## src/rtl/mem_bridge.sv

```systemverilog
// mem_bridge: single-outstanding bridge from an MMU request/response strobe
// interface to an AXI4-Lite master port.
// Optional feature: define MEM_BRIDGE_TIMEOUT_EN to add a watchdog that
// aborts any transaction stalled for TIMEOUT_CYCLES cycles with bus_error=1.
module mem_bridge #(
  parameter int TIMEOUT_CYCLES = 1023
) (
  input  logic        clk,
  input  logic        rst,
  input  logic        request_enable,
  input  logic        req_mode,
  input  logic [31:0] req_addr,
  input  logic [31:0] req_wdata,
  input  logic [3:0]  req_wstrb,
  output logic        response_enable,
  output logic [31:0] resp_data,
  output logic        bus_error,
  output logic [31:0] m_araddr,
  output logic        m_arvalid,
  input  logic        m_arready,
  input  logic [31:0] m_rdata,
  input  logic [1:0]  m_rresp,
  input  logic        m_rvalid,
  output logic        m_rready,
  output logic [31:0] m_awaddr,
  output logic        m_awvalid,
  input  logic        m_awready,
  output logic [31:0] m_wdata,
  output logic [3:0]  m_wstrb,
  output logic        m_wvalid,
  input  logic        m_wready,
  input  logic [1:0]  m_bresp,
  input  logic        m_bvalid,
  output logic        m_bready
);

  // State | meaning
  // IDLE    | no transaction; request_enable sampled here only
  // RD_ADDR | m_arvalid held until m_arready
  // RD_DATA | m_rready held until m_rvalid
  // WR_REQ  | AW and W offered; each drops on its own ready
  // WR_RESP | m_bready held until m_bvalid
  typedef enum logic [2:0] {IDLE, RD_ADDR, RD_DATA, WR_REQ, WR_RESP} state_t;

  state_t state;

  if (TIMEOUT_CYCLES < 1) begin : g_bad_timeout
    $error("mem_bridge: TIMEOUT_CYCLES must be at least 1");
  end

  // Write phase is complete once each channel is either already accepted or
  // being accepted this cycle.
  logic aw_ok, w_ok;
  assign aw_ok = !m_awvalid || m_awready;
  assign w_ok  = !m_wvalid  || m_wready;

`ifdef MEM_BRIDGE_TIMEOUT_EN
  localparam int CW = $clog2(TIMEOUT_CYCLES + 1);
  localparam logic [CW-1:0] LIMIT = CW'(TIMEOUT_CYCLES - 1);
  logic [CW-1:0] wd_cnt;
  logic          hs;
  // Any handshake counts as progress and restarts the watchdog.
  assign hs = (m_arvalid && m_arready) || (m_rvalid && m_rready) ||
              (m_awvalid && m_awready) || (m_wvalid && m_wready) ||
              (m_bvalid && m_bready);
`endif

  // Transaction FSM with registered AXI and response outputs.
  always_ff @(posedge clk) begin
    if (rst) begin
      state           <= IDLE;
      response_enable <= 1'b0;
      resp_data       <= '0;
      bus_error       <= 1'b0;
      m_araddr        <= '0;
      m_arvalid       <= 1'b0;
      m_rready        <= 1'b0;
      m_awaddr        <= '0;
      m_awvalid       <= 1'b0;
      m_wdata         <= '0;
      m_wstrb         <= '0;
      m_wvalid        <= 1'b0;
      m_bready        <= 1'b0;
`ifdef MEM_BRIDGE_TIMEOUT_EN
      wd_cnt          <= '0;
`endif
    end else begin
      response_enable <= 1'b0;
      case (state)
        IDLE: begin
          if (request_enable) begin
            if (req_mode) begin
              m_awaddr  <= req_addr;
              m_wdata   <= req_wdata;
              m_wstrb   <= req_wstrb;
              m_awvalid <= 1'b1;
              m_wvalid  <= 1'b1;
              state     <= WR_REQ;
            end else begin
              m_araddr  <= req_addr;
              m_arvalid <= 1'b1;
              state     <= RD_ADDR;
            end
          end
        end
        RD_ADDR: begin
          if (m_arready) begin
            m_arvalid <= 1'b0;
            m_rready  <= 1'b1;
            state     <= RD_DATA;
          end
        end
        RD_DATA: begin
          if (m_rvalid) begin
            m_rready        <= 1'b0;
            response_enable <= 1'b1;
            resp_data       <= m_rdata;
            bus_error       <= (m_rresp != 2'b00);
            state           <= IDLE;
          end
        end
        WR_REQ: begin
          if (m_awready) m_awvalid <= 1'b0;
          if (m_wready)  m_wvalid  <= 1'b0;
          if (aw_ok && w_ok) begin
            m_bready <= 1'b1;
            state    <= WR_RESP;
          end
        end
        WR_RESP: begin
          if (m_bvalid) begin
            m_bready        <= 1'b0;
            response_enable <= 1'b1;
            resp_data       <= '0;
            bus_error       <= (m_bresp != 2'b00);
            state           <= IDLE;
          end
        end
        default: state <= IDLE;
      endcase
`ifdef MEM_BRIDGE_TIMEOUT_EN
      // Watchdog overrides the FSM: abandon the transaction, report an error.
      if (state == IDLE || hs) begin
        wd_cnt <= '0;
      end else if (wd_cnt == LIMIT) begin
        wd_cnt          <= '0;
        m_arvalid       <= 1'b0;
        m_rready        <= 1'b0;
        m_awvalid       <= 1'b0;
        m_wvalid        <= 1'b0;
        m_bready        <= 1'b0;
        response_enable <= 1'b1;
        bus_error       <= 1'b1;
        resp_data       <= '0;
        state           <= IDLE;
      end else begin
        wd_cnt <= wd_cnt + 1'b1;
      end
`endif
    end
  end

endmodule

```

## config.mk

```make
export PLATFORM = sky130hd
export DESIGN_NAME = mem_bridge
export DESIGN_NICKNAME = d
export VERILOG_FILES = /design/src/rtl/mem_bridge.sv
export SDC_FILE = /design/constraint.sdc
export NUM_CORES = 1
export LEC_CHECK = 0
export ABC_AREA = 1
export CORE_MARGIN = 2
export CORE_UTILIZATION = 40
export CTS_BUF_LIST = sky130_fd_sc_hd__clkbuf_4 sky130_fd_sc_hd__clkbuf_8
export DETAILED_ROUTE_END_ITERATION = 16
export DONT_BUFFER_PORTS = 1
export REMOVE_ABC_BUFFERS = 1
export SLEW_MARGIN = 20
export SYNTH_ARGS = -nofsm -noshare
export SYNTH_HDL_FRONTEND = slang
export SYNTH_SLANG_ARGS = --single-unit
```

## constraint.sdc

```tcl
create_clock -name clk -period 1.29 [get_ports clk]
set_input_delay 0.3225 -clock clk [delete_from_list [all_inputs] [get_ports clk]]
set_output_delay 0.3225 -clock clk [all_outputs]
set_load 0.02 [all_outputs]
```

==> results.cfg <==
[grt]
grt_start_max_net_pins = 64
gr-total-overflow = 0
grt_pass1_wl_um = 23000
antenna_found_initial = 0
grt.total_usage_pct = 20.9
grt_pass1_vias = 4439

[synthesis]
synth_mux_area_share_pct = 0
synth_most_common_cell = dfxtp_1
ys_warn_count = 0
yosysTopAreaCellShare_pct = 54.5
synth_edf_count = 0
synth_xor_area_share_pct = 0
mappedNetlistArea_um2 = 5220
yosysTopAreaCell = dfxtp_1
ys_async_sr_fraction_pct = 0
syn_inst = 651
synth_compound_area_share_pct = 23.7
synthTopCellsByCount = dfxtp_1 (142), a21oi_1 (138), inv_1 (112), o21ai_0 (56), o21ai_1 (50)
synth_top_family_by_area = compound AO/OA/AOI/OAI gates
synthFlopType = dfxtp_1
synth-simple-area-share_pct = 8.88
synth_seq_cells = 142
synth_seq_area_share_pct = 54.5
yosys.cell_types.count = 22
synth_adder_area_share_pct = 0
synth_area_leaders = dfxtp_1 (55%), a21oi_1 (13%), inv_1 (8.1%)
avgSynthCellArea_um2 = 8.01

[place]
place_ws_ns = -0.213
port-buffer-count = 0
place_hpwl_um = 9280
place_congestion = 0.766

[drt]
wirelength_um = 15100
ant_nets = 0
wire_per_inst_um = 17.6
vias_per_cell = 5.23
drc = 0
vias = 4495
drtIter0Drc = 165
first_pass_iters = 4

[min_path]
hold_class = input pin to flip-flop

[power]
power.total_w = 0.0145
peakVddDrop_v = 0.000985
swShare_pct = 35.7
p_per_area_nw_per_um2 = 2160
seq_power_share_pct = 47.6
internal-power_w = 0.00933
p_comb_share_pct = 26.1
power_frac_clock_pct = 26.4
leakage_nw = 2.52
p_sw_w = 0.00518

[setup_path]
path_max_fanout = 63
setup.worst_path.end_class = flip-flop
cp-start-kind = flip-flop
slowest_delay_ns = 0.37
path_class = flip-flop to flip-flop
cp.arrival_ns = 1.75
path_common_cell = nor2_4
crit_chain = nor2_4, inv_2, nor2_4, nand3_4, buf_12, o21ai_1, a21oi_1
cp.required_ns = 1.61
cp_slowest_cell = dfxtp_4

[clocking]
cts_buffers = 17
clk-insertion-delay-late_ns = 0.44
cts_buffer_depth = 2
cts_root_buf = clkbuf_8
path_clk_slew_ns = 0.07
cts.htree.levels = 4
clock_sinks = 142
tritoncts = built

[outcome]
status = complete, but fails checks
violations = setup timing

[die]
core-area_um2 = 12700
die_h_um = 118
die_w_um = 118
row_count = 41
pin_count = 252
dieArea_um2 = 14000
start_util_pct = 41.2

[sta]
slew_headroom_pct = 81.5
worst_hold_slack_ns = 0.0310
tightest_slew_ns = 0.277
timing.fmax_mhz = 697
hold_violations = 0
clock_skew_ns = 0.00700
rsz0062_at_grt = yes
worst_slack_ns = -0.145
setup_viol = 132
fin_crit_ns = 1.44
maxSlewViolCount = 0
finalCritPeriodShare_pct = 111

[layout]
drive_gt1_share_pct = 24.0
final_nets = 789
n_antenna_cell = 0
area_growth_pct = 29.0

[run]
drv_cap = 0
state kept, by name, summed over array words and instances (netlist names):
register,cells
m_rready,1
m_awaddr,32
m_araddr,32
m_wvalid,1
resp_data,32
m_wdata,32
state,3
m_arvalid,1
m_bready,1
response_enable,1
bus_error,1
m_awvalid,1
m_wstrb,4
repair_timing:
action,4_1_cts,5_1_grt
hold buffers,2,1
endpoints found under the setup margin,142,153
gates cloned,9,3
buffers inserted,9,2
hold endpoints to repair,39,1
gates resized for setup,70,65
pin swaps,10,8
through the flow:
step	cells	instance area, um2	TNS [ns]	util [%]
2_1_floorplan	605	4970	-219.93	-
3_3_place_gp	803	5500	-5.81	43.4
3_5_place_dp	803	5500	-11.93	43.4
4_1_cts	853	6480	-8.80	51.2
5_1_grt	859	6730	-22.31	53.1
6_report	859	6730	-11.73	53.1
path summary, 6_finish.rpt:
kind	start	endpoint	slack (ns)	cells past startpoint
setup reg to reg	state[1]	m_awaddr[9]	-0.15	7
setup / recovery	state[1]	m_awaddr[9]	-0.15	7
hold / removal	m_rdata[26]	resp_data[26]	0.03	2
hold reg to reg	m_araddr[19]	m_araddr[19]	0.51	2
area by class of cell:
type / count / area [um2]
clock inverter: 5 / 104
inverter: 115 / 444
clock buffer: 25 / 325
multi-input combinational: 348 / 1950
sequential: 142 / 2870
timing repair buffer: 52 / 821
tap: 172 / 215
fill: 1154 / 5940
placed cells by master (no fill, tap or decap), types with 3 or more instances in the layout:
master     synthesis  routed
o21ai_0           56      26
a21oi_1          138     111
nor2_4             1       4
buf_6              3       8
dfxtp_2            0      18
nand3_1           39      34
clkbuf_8           0      22
bufinv_16          0       3
clkbuf_4           0       3
dfxtp_1          142     122
nor2_1            11       7
clkbuf_16          0       3
o21ai_2            0      12
nand2_1           43      40
nand2_2            2       4
inv_2              2       5
buf_12             0      11
buf_16             0       9
o21ai_1           50      67
nand3_4            0       3
a21oi_2            0      27
buf_4              7      18
nor2_2             2       3
inv_1            112     109
power groups by stage:
| stage | clock network, W | registers (W) | logic (W) |
|---|---|---|---|
| global placement | 0 | 0.00694 | 0.00230 |
| finish | 0.00382 | 0.00690 | 0.00378 |
| detailed placement | 0 | 0.00695 | 0.00242 |
| global route | 0.00410 | 0.00699 | 0.00415 |
| floorplan | 0 | 0.00675 | 0.00158 |
| CTS | 0.00393 | 0.00688 | 0.00340 |
cell families after synthesis:
logic type | after synthesis
buffers and inverters | 161
and+or+nand+nor | 102
AOI/OAI and AO/OA | 246
DFF | 142
metal layers:
layer	wire length (um)	track usage, %	vias to the layer above
met5	0	0	-
met2	7300	34.1	237
li1	-	-	2169
met4	456	11.0	0
met3	1620	10.4	30
met1	5720	22.2	2059
critical path, delay by kind of cell (launching register included):
| family | cells | cell delay, ns |
|---|---|---|
| AND/OR/NAND/NOR | 3 | 0.39 |
| flip-flops | 1 | 0.37 |
| buffers and inverters | 2 | 0.27 |
| AO/OA/AOI/OAI | 2 | 0.24 |
Power figures use the tool's default switching activity.
